===== config.mk =====
export PLATFORM = sky130hd
export DESIGN_NAME = serial_addsub_n_flat
export DESIGN_NICKNAME = d
export VERILOG_FILES = /design/src/rtl/serial_arith_pkg.sv /design/src/rtl/serial_addsub_n_if.sv /design/src/rtl/serial_fa_cell.sv /design/src/rtl/serial_addsub_n.sv /design/src/flat_wrapper.sv
export SDC_FILE = /design/constraint.sdc
export NUM_CORES = 1
export LEC_CHECK = 0
export ABC_AREA = 1
export CORE_ASPECT_RATIO = 1.1
export CORE_MARGIN = 3
export CORE_UTILIZATION = 48
export CTS_CLUSTER_SIZE = 20
export DETAILED_ROUTE_END_ITERATION = 10
export PLACE_DENSITY = 0.74
export SYNTH_ARGS = -nofsm -noshare
export SYNTH_HDL_FRONTEND = slang
export SYNTH_SLANG_ARGS = --single-unit

===== constraint.sdc =====
create_clock -name clk -period 2 [get_ports clk]
set_clock_uncertainty 0.1 [all_clocks]
set_input_delay 0.4 -clock clk [delete_from_list [all_inputs] [get_ports clk]]
set_output_delay 0.4 -clock clk [all_outputs]
set_load 0.1 [all_outputs]

===== src/rtl/serial_arith_pkg.sv =====
// Shared definitions for the serial add/subtract datapath:
// FSM state encoding, default operand width and a portable clog2.
package serial_arith_pkg;

    localparam int unsigned DEFAULT_WIDTH = 8;

    typedef enum logic [1:0] {
        IDLE = 2'd0,
        RUN  = 2'd1,
        DONE = 2'd2
    } state_t;

    // Ceiling log2 for tools that lack $clog2 in constant expressions.
    function automatic int unsigned clog2(input int unsigned value);
        int unsigned result;
        int unsigned span;
        result = 0;
        span   = 1;
        while (span < value) begin
            span   = span << 1;
            result = result + 1;
        end
        return result;
    endfunction

endpackage


===== src/rtl/serial_addsub_n_if.sv =====
// Register-side handshake bundle for serial_addsub_n.
// The master drives the request and operands; the slave returns status and result.
interface serial_addsub_n_if
    import serial_arith_pkg::*;
#(
    parameter int unsigned WIDTH = DEFAULT_WIDTH
);

    logic             start;
    logic             sub;
    logic [WIDTH-1:0] x;
    logic [WIDTH-1:0] y;
    logic             ci;
    logic             busy;
    logic             done;
    logic [WIDTH-1:0] s;
    logic             co;
    logic             ovf;

    modport master (
        output start, sub, x, y, ci,
        input  busy, done, s, co, ovf
    );

    modport slave (
        input  start, sub, x, y, ci,
        output busy, done, s, co, ovf
    );

endinterface


===== src/rtl/serial_fa_cell.sv =====
// Single 1-bit full adder used as the only arithmetic element of the serial datapath.
// Carry and sum nets are kept through synthesis so they stay probeable in hardware.
module serial_fa_cell (
    input  logic ci,
    input  logic a,
    input  logic b,
    output logic co,
    output logic s
);

    (* keep = "true" *) logic w_sum;
    (* keep = "true" *) logic w_carry;

    assign w_sum   = a ^ b ^ ci;
    assign w_carry = (a & b) | (ci & (a ^ b));

    assign s  = w_sum;
    assign co = w_carry;

endmodule


===== src/rtl/serial_addsub_n.sv =====
// Bit-serial WIDTH-bit adder/subtractor with start/busy/done handshake.
// One full-adder cell processes one bit per clock, LSB first; the result,
// carry-out and signed overflow are published on the final bit and held.
module serial_addsub_n
    import serial_arith_pkg::*;
#(
    parameter  int unsigned WIDTH = DEFAULT_WIDTH,
    localparam int unsigned CNT_W = $clog2(WIDTH)
) (
    input  logic             clk,
    input  logic             rst_n,
    serial_addsub_n_if.slave bus
);

    localparam logic [CNT_W-1:0] LAST_BIT = CNT_W'(WIDTH - 1);

    state_t           r_state;
    state_t           w_next_state;

    logic [WIDTH-1:0] r_xr;
    logic [WIDTH-1:0] r_yr;
    // Only the upper WIDTH-1 result bits need storing; the last sum bit
    // comes straight from the adder when the result is published.
    logic [WIDTH-2:0] r_sr;
    logic             r_c;
    logic [CNT_W-1:0] r_cnt;

    logic [WIDTH-1:0] r_s;
    logic             r_co;
    logic             r_ovf;

    logic             w_ready;
    logic             w_accept;
    logic             w_run;
    logic             w_last;
    logic             w_sum;
    logic             w_carry;
    logic [WIDTH-1:0] w_sr_next;
    logic             w_busy;
    logic             w_done;

    serial_fa_cell u_fa (
        .ci (r_c),
        .a  (r_xr[0]),
        .b  (r_yr[0]),
        .co (w_carry),
        .s  (w_sum)
    );

    assign w_ready   = (r_state == IDLE) || (r_state == DONE);
    assign w_accept  = w_ready && bus.start;
    assign w_run     = (r_state == RUN);
    assign w_last    = w_run && (r_cnt == LAST_BIT);
    assign w_sr_next = {w_sum, r_sr};

    // State register
    always_ff @(posedge clk or negedge rst_n) begin
        if (!rst_n) begin
            r_state <= IDLE;
        end else begin
            r_state <= w_next_state;
        end
    end

    // Next-state logic: DONE accepts a new start just like IDLE
    always_comb begin
        w_next_state = r_state;
        case (r_state)
            IDLE:    w_next_state = bus.start ? RUN : IDLE;
            RUN:     w_next_state = w_last ? DONE : RUN;
            DONE:    w_next_state = bus.start ? RUN : IDLE;
            default: w_next_state = IDLE;
        endcase
    end

    // Status outputs decoded from the state
    always_comb begin
        w_busy = 1'b0;
        w_done = 1'b0;
        case (r_state)
            RUN:     w_busy = 1'b1;
            DONE:    w_done = 1'b1;
            default: ;
        endcase
    end

    // Operand capture, per-bit shift/add, and result publication on the last bit
    always_ff @(posedge clk or negedge rst_n) begin
        if (!rst_n) begin
            r_xr  <= '0;
            r_yr  <= '0;
            r_sr  <= '0;
            r_c   <= 1'b0;
            r_cnt <= '0;
            r_s   <= '0;
            r_co  <= 1'b0;
            r_ovf <= 1'b0;
        end else begin
            if (w_accept) begin
                // Subtract is x + ~y + ~ci, i.e. x - y - ci.
                r_xr  <= bus.x;
                r_yr  <= bus.sub ? ~bus.y : bus.y;
                r_c   <= bus.sub ^ bus.ci;
                r_cnt <= '0;
            end else if (w_run) begin
                r_xr  <= r_xr >> 1;
                r_yr  <= r_yr >> 1;
                r_sr  <= w_sr_next[WIDTH-1:1];
                r_c   <= w_carry;
                r_cnt <= r_cnt + CNT_W'(1);
            end
            // Carry into the MSB is r_c on the last bit, so overflow is
            // taken from it directly instead of from a separate c_msb flop.
            if (w_last) begin
                r_s   <= w_sr_next;
                r_co  <= w_carry;
                r_ovf <= r_c ^ w_carry;
            end
        end
    end

    assign bus.busy = w_busy;
    assign bus.done = w_done;
    assign bus.s    = r_s;
    assign bus.co   = r_co;
    assign bus.ovf  = r_ovf;

endmodule


===== src/flat_wrapper.sv =====
// flat-port wrapper written by rule: the top's interface ports become plain ports
module serial_addsub_n_flat import serial_arith_pkg::*;
#(
    parameter  int unsigned WIDTH = DEFAULT_WIDTH,
    localparam int unsigned CNT_W = $clog2(WIDTH)
)
  (clk, rst_n, bus_start, bus_sub, bus_x, bus_y, bus_ci, bus_busy, bus_done, bus_s, bus_co, bus_ovf);
  serial_addsub_n_if #(.WIDTH(WIDTH)) bus_i ();
  input  logic clk;
  input  logic rst_n;
  input wire logic [$bits(bus_i.start)-1:0] bus_start;
  input wire logic [$bits(bus_i.sub)-1:0] bus_sub;
  input wire logic [$bits(bus_i.x)-1:0] bus_x;
  input wire logic [$bits(bus_i.y)-1:0] bus_y;
  input wire logic [$bits(bus_i.ci)-1:0] bus_ci;
  output wire logic [$bits(bus_i.busy)-1:0] bus_busy;
  output wire logic [$bits(bus_i.done)-1:0] bus_done;
  output wire logic [$bits(bus_i.s)-1:0] bus_s;
  output wire logic [$bits(bus_i.co)-1:0] bus_co;
  output wire logic [$bits(bus_i.ovf)-1:0] bus_ovf;
  assign bus_i.start = bus_start;
  assign bus_i.sub = bus_sub;
  assign bus_i.x = bus_x;
  assign bus_i.y = bus_y;
  assign bus_i.ci = bus_ci;
  assign bus_busy = bus_i.busy;
  assign bus_done = bus_i.done;
  assign bus_s = bus_i.s;
  assign bus_co = bus_i.co;
  assign bus_ovf = bus_i.ovf;
  serial_addsub_n #(.WIDTH(WIDTH)) u_core (.clk(clk), .rst_n(rst_n), .bus(bus_i));
endmodule

# Word level (Yosys, flattened, before mapping)
# Cells that the tools add are included.
# W data, S select, Z words.
dict set report word_totals {
  reg_bits 39
  out_inout_bits 12
  elab_cells 43
}
dict set report op_classes {
  add_sub_neg 1
  n_eq_ne 3
  n_mux 14
  n_bitwise 9
  reduce_logical 7
}
# operator count
set ops {}
lappend ops {{$mux W8} 5}
lappend ops {{$not A8 Y8} 1}
lappend ops {{$mux W3} 2}
lappend ops {{$mux W1} 5}
lappend ops {{$pmux W2 S2} 1}
lappend ops {{$xor A1 B1 Y1} 4}
lappend ops {{$add A3 B1 Y3 const B} 1}
lappend ops {{$eq A3 B3 Y1 const B} 1}
lappend ops {{$and A1 B1 Y1} 2}
lappend ops {{$eq A2 B1 Y1 const B} 1}
lappend ops {{$eq A2 B2 Y1 const B} 1}
lappend ops {{$logic_and A1 B1 Y1} 2}
lappend ops {{$logic_not A2 Y1} 1}
lappend ops {{$mux W2} 1}
lappend ops {{$reduce_and A2 Y1} 1}
lappend ops {{$reduce_bool A2 Y1} 1}
lappend ops {{$reduce_or A2 Y1} 1}
lappend ops {{$logic_or A1 B1 Y1} 1}
lappend ops {{$not A1 Y1} 1}
lappend ops {{$or A1 B1 Y1} 1}

# Logic depth before layout (Yosys ltp)
# Gate-level depths: netlist (run 1).
dict set report logic_depth {
  word_depth 5
  mapped_depth 7
  depth_no_buf 6
}

# Modules after synthesis
# A second synthesis (run 1) with hierarchy kept.
dict set report hier_totals {
  hier_cells 244
  area_unflattened_um2 1900.6
}
# module n_inst cells_each area_each_um2
set by_module_without_submodules {}
lappend by_module_without_submodules {serial_addsub_n 1 241 1865.5}
lappend by_module_without_submodules {serial_fa_cell 1 3 35.0}

# Worst setup path after synthesis (run 1)
# Ideal clock, no wire load.
dict set report synth_path {
  path_kind {register -> output}
  startpoint {register u_core.r_state[1]}
  endpoint {output port bus_done}
  arrival_ns 1.683
  required_ns 1.500
  setup_slack_ns -0.183
  stages_incl_launch_ff 3
  path_cell_list {dfrtp_1 -> inv_1 -> nor2_1}
}
dict set report synth_via {
  elab_chain_cells 2
}
# item line_no
set synth_rtl {}
lappend synth_rtl {{start, declared} serial_addsub_n.sv:17} ;# state_t r_state;
lappend synth_rtl {{start signal, assigned} serial_addsub_n.sv:61} ;# r_state <= w_next_state;
lappend synth_rtl {{$eq A2 B2 Y1} serial_addsub_n.sv:80} ;# case (r_state)
lappend synth_rtl {{$mux W1} serial_addsub_n.sv:80}
lappend synth_rtl {{end, declared} flat_wrapper.sv:17} ;# output wire logic [$bits(bus_i.done)-1:0] bus_done;
# Every way passes these cells.

# Worst setup path in the final report (run 1)
dict set report layout_path {
  startpoint {register u_core.r_state[0]}
  endpoint {output port bus_busy}
}
dict set report layout_via {
  elab_chain_cells 2
}
# item line_no
set layout_rtl {}
lappend layout_rtl {{$eq A2 B1 Y1} serial_addsub_n.sv:80}
lappend layout_rtl {{$mux W1} serial_addsub_n.sv:80}
lappend layout_rtl {{end, declared} flat_wrapper.sv:16} ;# output wire logic [$bits(bus_i.busy)-1:0] bus_busy;
# Every way passes these cells.

==> metrics list, run 1 <==
- Area of the multi-input gates: 747.0 um^2
- Part of the cycle the worst path needs: 84.16%
- CTS placed an instance of sky130_fd_sc_hd__clkbuf_8 at the clock tree root.
- Final-layout fill cell count: 299
- Final setup violation count: 0
* Final wirelength: 3506 um
* Height of the chip: 71.58 um
* Final instance area: 2447 um^2
- Netlist area before placement: 1877 um^2
* Total number of vias: 1475
- Clk pin slew, worst setup/hold paths: 0.07 ns
- The final number of hold-violating endpoints came to 0.
- CTS buffer count: 5
- Synth Warn #: 0
- The total count of max-transition violations in the final report came to 0.
* Post-layout nets: 293
* Max Freq: 594.1 MHz
* Setup repair after global routing missed its margin: no
- Number of antenna violations at the first check in global routing: 0
- Fraction of final layout cells with drive strength greater than 1: 15.99%
- R2R setup slack: 0.42 ns
* Insertion delay of the later-clocked pin in the worst-skew pair: 0.29 ns
* Number of DRC violations after detailed-routing iteration 0: 65
* Proportion of synthesized chip area in sequential cells: 52.00%
- Headroom to the max-slew limit came out at 68.01%.
* Count of hold-fix buffers inserted at cts: 0
* Clock tree from TritonCTS: done
* Hold slack: 0.05852 ns
- Input and output buffers added on the ports amount to 32.
* Total congestion overflow: 0
- The floorplan step set the die width to 65.62 um.
- Number of distinct standard cells referenced by the synthesized netlist: 21
- Worst Hold Class: in2async
- Number of global-route vias before repair: 1402
- Main synth FF type: sky130_fd_sc_hd__dfrtp_1
- Maximum number of pins on one net before global-route repair: 40
- The repair_antennas step left the layout with diodes totalling 0.
- The cell count after synthesis came out at 232.
* Mean instance size in the synthesized netlist: 8.090 um^2
* Maximum level of the CTS H-tree: 2
- First drt pass iteration count: 4
- Detailed placement ended at an HPWL of 2486 um.
- The placed instances occupy a cell area of 2360 um^2.
- Dividing total power by cell area gives a power density of 1745 nW/um^2.
- In this run the post-CTS setup repair buffer count came out at 0.
* Class of the most critical setup path: reg2out
- Share of the synthesized area in the top cell type: 52.00%
* Num ports: 33
* Core outline area: 3712 um^2
- Deepest clock path buffer count: 2
- Maximum fanout along the worst path: 4
- Leakage power: 0.001279 uW
- Post-detailed-route count of antenna-violating nets: 0
- Top cells by instance count after synthesis: sky130_fd_sc_hd__nand2_1, sky130_fd_sc_hd__dfrtp_1, sky130_fd_sc_hd__inv_1
- Synthesized flop and latch total: 39
- The first global-routing pass estimated 6113 um of wire.
- Std cell rows: 23
* Worst Setup End Kind: primary output
- Type of origin of the critical path: register
- For the pin with the worst max-slew slack, the measured transition is 0.4798 ns.
* Count of cells along the worst register-to-register path: 6
- Among all cell types in the netlist, the one instantiated most often is sky130_fd_sc_hd__nand2_1.
* Post-detailed-route wirelength per cell: 10.99 um
- In this run the critical register-to-register path is launched from u_core.r_cnt[0]$_DFFE_PN0P_.
- The number of nets in the synthesized netlist is 256.
- Post-route DRC: 0
* Asr flop ratio synth: 100.0%
- Critical path arrival: 1.18 ns
- After layout, the minimum clock period comes to 1.683 ns.
- The die covers 4697 um^2.
* Maximum capacitance violations: 0
- Count of cells resized by post-cts repair: 0
- The endpoint identified for the worst register-to-register timing path is u_core.bus.co$_DFFE_PN0P_.
* Status: complete, no violations
* Starting density of the core: 50.56%
* Number of clock sinks: 39
- Required arrival time at the worst endpoint: 1.50 ns
- Global routing consumed, over all layers together, 16.88% of the routing resources.
- Synth area leader: sky130_fd_sc_hd__dfrtp_1
- The area growth from synthesis to layout is 30.40%.
* Area taken by flip-flops and latches: 975.9 um^2
* Largest cells by area after synthesis: sky130_fd_sc_hd__dfrtp_1, sky130_fd_sc_hd__nand2_1, sky130_fd_sc_hd__inv_1, sky130_fd_sc_hd__o21ai_2, sky130_fd_sc_hd__nand3_1
- Yosys mapped a number of flops with a built-in enable equal to 0.
- Aggregate negative setup slack: 0 ns
- Across the VDD grid, the largest voltage drop is 0.6382 mV.
* Vias per inst: 4.624
- Gpl congestion: 0.7597
- Power comes to 4270 uW.
==> placed cells by master (no fill, tap or decap) <==
master                              n
sky130_fd_sc_hd__a21oi_1            1
sky130_fd_sc_hd__nor2_4             1
sky130_fd_sc_hd__buf_12            12
sky130_fd_sc_hd__buf_2              1
sky130_fd_sc_hd__nor2_2             2
sky130_fd_sc_hd__nand2_1          113
sky130_fd_sc_hd__fa_1               1
sky130_fd_sc_hd__clkinv_2           1
sky130_fd_sc_hd__nand2_4            2
sky130_fd_sc_hd__inv_2              2
sky130_fd_sc_hd__inv_1             23
sky130_fd_sc_hd__o21ai_2            7
sky130_fd_sc_hd__ha_1               2
sky130_fd_sc_hd__clkdlybuf4s50_1   19
sky130_fd_sc_hd__nand3_1           12
sky130_fd_sc_hd__clkbuf_8           6
sky130_fd_sc_hd__nor2_1             1
sky130_fd_sc_hd__or2_2              2
sky130_fd_sc_hd__nand2_2            1
sky130_fd_sc_hd__dfrtp_1           39
sky130_fd_sc_hd__xnor2_1            2
sky130_fd_sc_hd__buf_4              6
sky130_fd_sc_hd__o21ai_0            5
sky130_fd_sc_hd__o21ai_1            8
==> final cells by class <==
type	instances	share of cell area [%]
Sequential cell	39	39.88
Multi-Input combinational cell	160	30.52
Timing Repair Buffer	38	19.63
Inverter	25	3.834
Clock buffer	6	3.374
Tap cell	50	2.556
Clock inverter	1	0.2045
==> state kept, by name, summed over array words and instances (netlist names), 2 cells and up <==
| signal | flops |
|---|---|
| u_core.r_cnt | 3 |
| u_core.r_xr | 8 |
| u_core.r_yr | 8 |
| u_core.bus.s | 8 |
| u_core.r_sr | 7 |
| u_core.r_state | 2 |
==> kinds of logic (layout without fill, tap and decap cells) <==
group | after synthesis | in the layout | share of synthesized area (%)
adder cells (fa/ha/maj) | 3 | 3 | 2.400
XOR/XNOR | 2 | 2 | 0.9335
buffers and inverters | 33 | 70 | 8.333
flip-flops | 39 | 39 | 52.00
AO/OA/AOI/OAI | 21 | 21 | 7.000
AND/OR/NAND/NOR | 134 | 134 | 29.33
==> how the worst max path moves through the flow <==
stage | from | to | slack, ns
floorplan | u_core.r_state[0]$_DFF_PN0_ | bus_done | 0.28
global placement | bus_start | u_core.r_yr[7]$_DFFE_PN0P_ | 0.27
detailed placement | bus_start | u_core.r_yr[7]$_DFFE_PN0P_ | 0.24
CTS | u_core.r_state[0]$_DFF_PN0_ | bus_busy | 0.30
global route | u_core.r_state[0]$_DFF_PN0_ | bus_busy | 0.26
finish | u_core.r_state[0]$_DFF_PN0_ | bus_busy | 0.32
==> stage by stage <==
step	cells	setup WS (ns)	utilization [%]
2_1_floorplan	232	0.2751	-
3_3_place_gp	312	0.2707	63.57
3_5_place_dp	312	0.2396	63.57
4_1_cts	319	0.2963	65.93
5_1_grt	319	0.2576	65.93
6_report	319	0.3169	65.93
==> worst max-delay path: stages, from the launching register on <==
cell                      delay (ns)
sky130_fd_sc_hd__dfrtp_1        0.42
sky130_fd_sc_hd__inv_2          0.09
sky130_fd_sc_hd__nor2_4         0.18
sky130_fd_sc_hd__buf_12         0.20
==> routing by layer <==
metal / vias to the layer above / wire length, um / track usage, %
met4: 0 / 50 / 7.834
met5: - / 0 / 0
met2: 34 / 1675 / 27.51
met1: 660 / 1630 / 21.89
met3: 5 / 150 / 2.821
li1: 776 / - / -
==> power by group <==
| group | total (uW) | leakage (uW) | internal, uW | switching (uW) |
|---|---|---|---|---|
| clock | 529 | 0.0000470 | 270 | 259 |
| combinational | 2350 | 0.000740 | 825 | 1520 |
| sequential | 1390 | 0.000491 | 1140 | 249 |
| total | 4270 | 0.00128 | 2240 | 2030 |
Note: power is estimated with default switching activity, not from simulation.
==> run 2: changes to the inputs <==
==> constraint.sdc (replaced) <==
create_clock -name clk -period 1.8 [get_ports clk]
set_clock_uncertainty 0.1 [all_clocks]
set_input_delay 0.36 -clock clk [delete_from_list [all_inputs] [get_ports clk]]
set_output_delay 0.36 -clock clk [all_outputs]
set_load 0.1 [all_outputs]
==> run 2 against run 1 <==
Worst hold slack worse by 0.050 ns; via count up 0.81%; critical path type unchanged; die area unchanged; clock-buffer cell count down 1; critical path depth unchanged.
==> metrics list, run 2 (synthesized netlist as in run 1, its figures left out) <==
- Status: complete, no violations (unchanged)
- The classification of the worst setup path was reg2out (unchanged).
- The data arrival time at the worst-slack endpoint came to 1.19 ns (was 1.18 ns).
- Final critical path time including I/O delays and setup: 1.650 ns
* Area grow syn2layout: 33.20% (was 30.40%)
- Total instance count after detailed placement: 314 (was 312)
- The total count of max-transition violations in the final report came to 0 (unchanged).
- Post-CTS Repair Setup Buffers: 0 (unchanged)
- Number of clock sinks: 39 (unchanged)
- The clock slew seen by the registers of the worst setup and hold paths is 0.08 ns (was 0.07 ns).
- Part of the power in the clock network: 14.8% (was 12.4%)
- HPWL after detailed placement: 2455 um (was 2486 um)
* Starting density of the core: 50.56% (unchanged)
* NetSw: 2271 uW (was 2031 uW)
- Maximum capacitance violations: 0 (unchanged)
* Std cell rows: 23 (unchanged)
- GRT Resource Usage Total: 16.01% (was 16.88%)
* Top library cells by usage in the layout, fill and taps aside: sky130_fd_sc_hd__nand2_1, sky130_fd_sc_hd__dfrtp_1, sky130_fd_sc_hd__inv_1 (unchanged)
- The maximum vdd ir drop was 0.8823 mV (was 0.6382 mV).
- First-pass GRT wire length: 5823 um (was 6113 um)
* Insertion delay of the later-clocked pin in the worst-skew pair: 0.29 ns (about the same)
* Clock tree from TritonCTS: done (unchanged)
- The capturing element type of the critical path is a primary output (unchanged).
* Capture point of the worst reg-to-reg path: u_core.bus.ovf$_DFFE_PN0P_ (was u_core.bus.co$_DFFE_PN0P_)
- Net switching fraction of the power: 46.37% (was 47.56%)
- The number of nets in the finished design is 295 (was 293).
- The critical path capture point was bus_busy (unchanged).
* Maximum level of the CTS H-tree: 2 (unchanged)
- Total congestion overflow: 0 (unchanged)
- The port buffer count was 32 (unchanged).
- The count of pins on the block boundary came to 33 (unchanged).
* Post-route DRC: 0 (unchanged)
- The number of global-route vias before repair came to 1363 (was 1402).
- Final-layout fill cell count: 297 (was 299)
- The final number of hold-violating endpoints is 0 (unchanged).
- The initial antenna violation count came to 0 (unchanged).
- Setup repair after global routing missed its margin: no (unchanged).
- The core footprint was 3712 um^2 (unchanged).
* Combinational fraction of design power: 53.8% (was 55.0%)
- The share of final-layout standard cells stronger than drive strength 1 was 16.91% (was 15.99%).
- The largest net degree at the start of global routing came to 40 (unchanged).
* Worst-margin pin slew: 0.4821 ns (was 0.4798 ns)
- Hold slack: 0.008357 ns (was 0.05852 ns)
- The detailed-router iteration count before antenna repair was 4 (unchanged).
* Type of origin of the critical path: register (unchanged)
- The root buffer cell is sky130_fd_sc_hd__clkbuf_8 (unchanged).
- Worst rel slew slack: 67.86% (was 68.01%)
* Gpl congestion: 0.8503 (was 0.7597)
* Total internal power: 2627 uW (was 2239 uW)
- Maximum fanout along the worst path: 4 (unchanged)
* Total number of vias: 1487 (was 1475)
- Count of cells resized by post-cts repair: 0 (unchanged)
* Area of the die: 4697 um^2 (unchanged)
- Post-route insts no fill: 322 (was 319)
* Horizontal die dimension: 65.62 um (unchanged)
- N_diodes: 0 (unchanged)
- The remaining number of nets flagged by the antenna check after routing was 0 (unchanged).
- Deepest clock path buffer count: 2 (unchanged)
- The total detailed-routing wirelength came to 3376 um (was 3506 um).
- Final setup violation count: 0 (unchanged)
* Worst Hold Class: in2async (unchanged)
- The sequential power share was 31.4% (was 32.6%).
- Leakage power: 0.001306 uW (was 0.001279 uW)
- Start point of the critical path: u_core.r_state[0]$_DFF_PN0_ (unchanged)
* Required arrival time at the worst endpoint: 1.34 ns (was 1.50 ns)
- CTS buffer count: 5 (unchanged)
- The hold buffer count at cts was 0 (unchanged).
* Aggregate negative setup slack: 0 ns (unchanged)
* Vias per inst: 4.618 (was 4.624)
- The worst reg2reg path startpoint was u_core.r_cnt[0]$_DFFE_PN0P_ (unchanged).
- The vertical extent of the die is 71.58 um (unchanged).
- Derived from the worst setup path, the maximum achievable clock frequency is 606.0 MHz.
- The power density relative to cell area is 1959 nW/um^2 (was 1745 nW/um^2).
- Most common library cell in the layout ignoring fill and taps: sky130_fd_sc_hd__nand2_1 (unchanged)
* Part of the cycle the worst path needs: 91.68%
- Count of cells along the worst register-to-register path: 5 (was 6)
* Post-detailed-route wirelength per cell: 10.48 um (was 10.99 um)
- R2R setup slack: 0.28 ns (was 0.42 ns)
- The number of DRC violations after detailed-routing iteration 0 is 63 (was 65).
[run 2: changes by cell type in the layout (fill, tap and decap cells not counted), sizes merged]
cell    before  now
buf         19   21
bufinv       0    1
clkbuf       6    5
clkinv       1    2
[run 2: layer usage]
layer  vias up  part of all wire (%)  track usage (%)
met1       669                    48            21.24
met3         5                   4.2            4.389
met4         0                   1.3            4.839
li1        784                     -                -
met5         -                     0                0
met2        29                    46            25.61
[run 2: worst max-delay path, cell delays in order, from the launching register on]
cell and delay [ns]:
sky130_fd_sc_hd__dfrtp_1 0.42, sky130_fd_sc_hd__inv_2 0.09, sky130_fd_sc_hd__nor2_4 0.18, sky130_fd_sc_hd__buf_12 0.20
[run 2: power groups by stage]
stage,logic (uW),registers (uW),clock network [uW]
after floorplan,1230,2140,0
after global placement,2610,1550,0
after detailed placement,2650,1560,0
after CTS,2660,1540,747
after global routing,2880,1590,785
final,2630,1540,725
[run 2: per-stage QoR]
stage | setup slack [ns] | total power [uW] | utilization (%) | instance area [um^2]
floorplan | 0.1151 | 3366 | - | 1879
global placement | 0.1773 | 4159 | 64.31 | 2387
finish | 0.1497 | 4898 | 67.34 | 2500
CTS | 0.1304 | 4952 | 67.34 | 2500
detailed placement | 0.1442 | 4205 | 64.31 | 2387
global route | 0.09526 | 5262 | 67.34 | 2500
[run 2: layout make-up]
| class | count | area, um^2 | share of cell area [%] |
|---|---|---|---|
| Clock buffer | 5 | 68.82 | 2.753 |
| Inverter | 25 | 93.84 | 3.754 |
| Timing Repair Buffer | 40 | 508.0 | 20.32 |
| Sequential cell | 39 | 975.9 | 39.04 |
| Tap cell | 50 | 62.56 | 2.503 |
| Clock inverter | 3 | 43.79 | 1.752 |
| Multi-Input combinational cell | 160 | 747.0 | 29.88 |
[run 2: worst min path at each step]
stage / startpoint / cells past startpoint / slack, ns / to
after floorplan: rst_n / 0 / -0.04 / u_core.bus.co$_DFFE_PN0P_
after global placement: rst_n / 2 / 0.34 / u_core.bus.s[3]$_DFFE_PN0P_
after detailed placement: rst_n / 2 / 0.34 / u_core.bus.s[1]$_DFFE_PN0P_
after CTS: rst_n / 2 / 0.02 / u_core.r_xr[7]$_DFFE_PN0P_
after global routing: rst_n / 2 / 0.05 / u_core.bus.s[4]$_DFFE_PN0P_
final: rst_n / 2 / 0.008 / u_core.bus.s[2]$_DFFE_PN0P_
==> run 3: changes to the inputs <==
--- a/config.mk
+++ b/config.mk
@@ -6,6 +6,7 @@
 export NUM_CORES = 1
 export LEC_CHECK = 0
 export ABC_AREA = 1
+export ABC_CLOCK_PERIOD_IN_PS = 1800
 export CORE_ASPECT_RATIO = 1.1
 export CORE_MARGIN = 3
 export CORE_UTILIZATION = 48
==> results of run 3 <==
No change in the layout: final DEF, timing and power equal those of run 2.
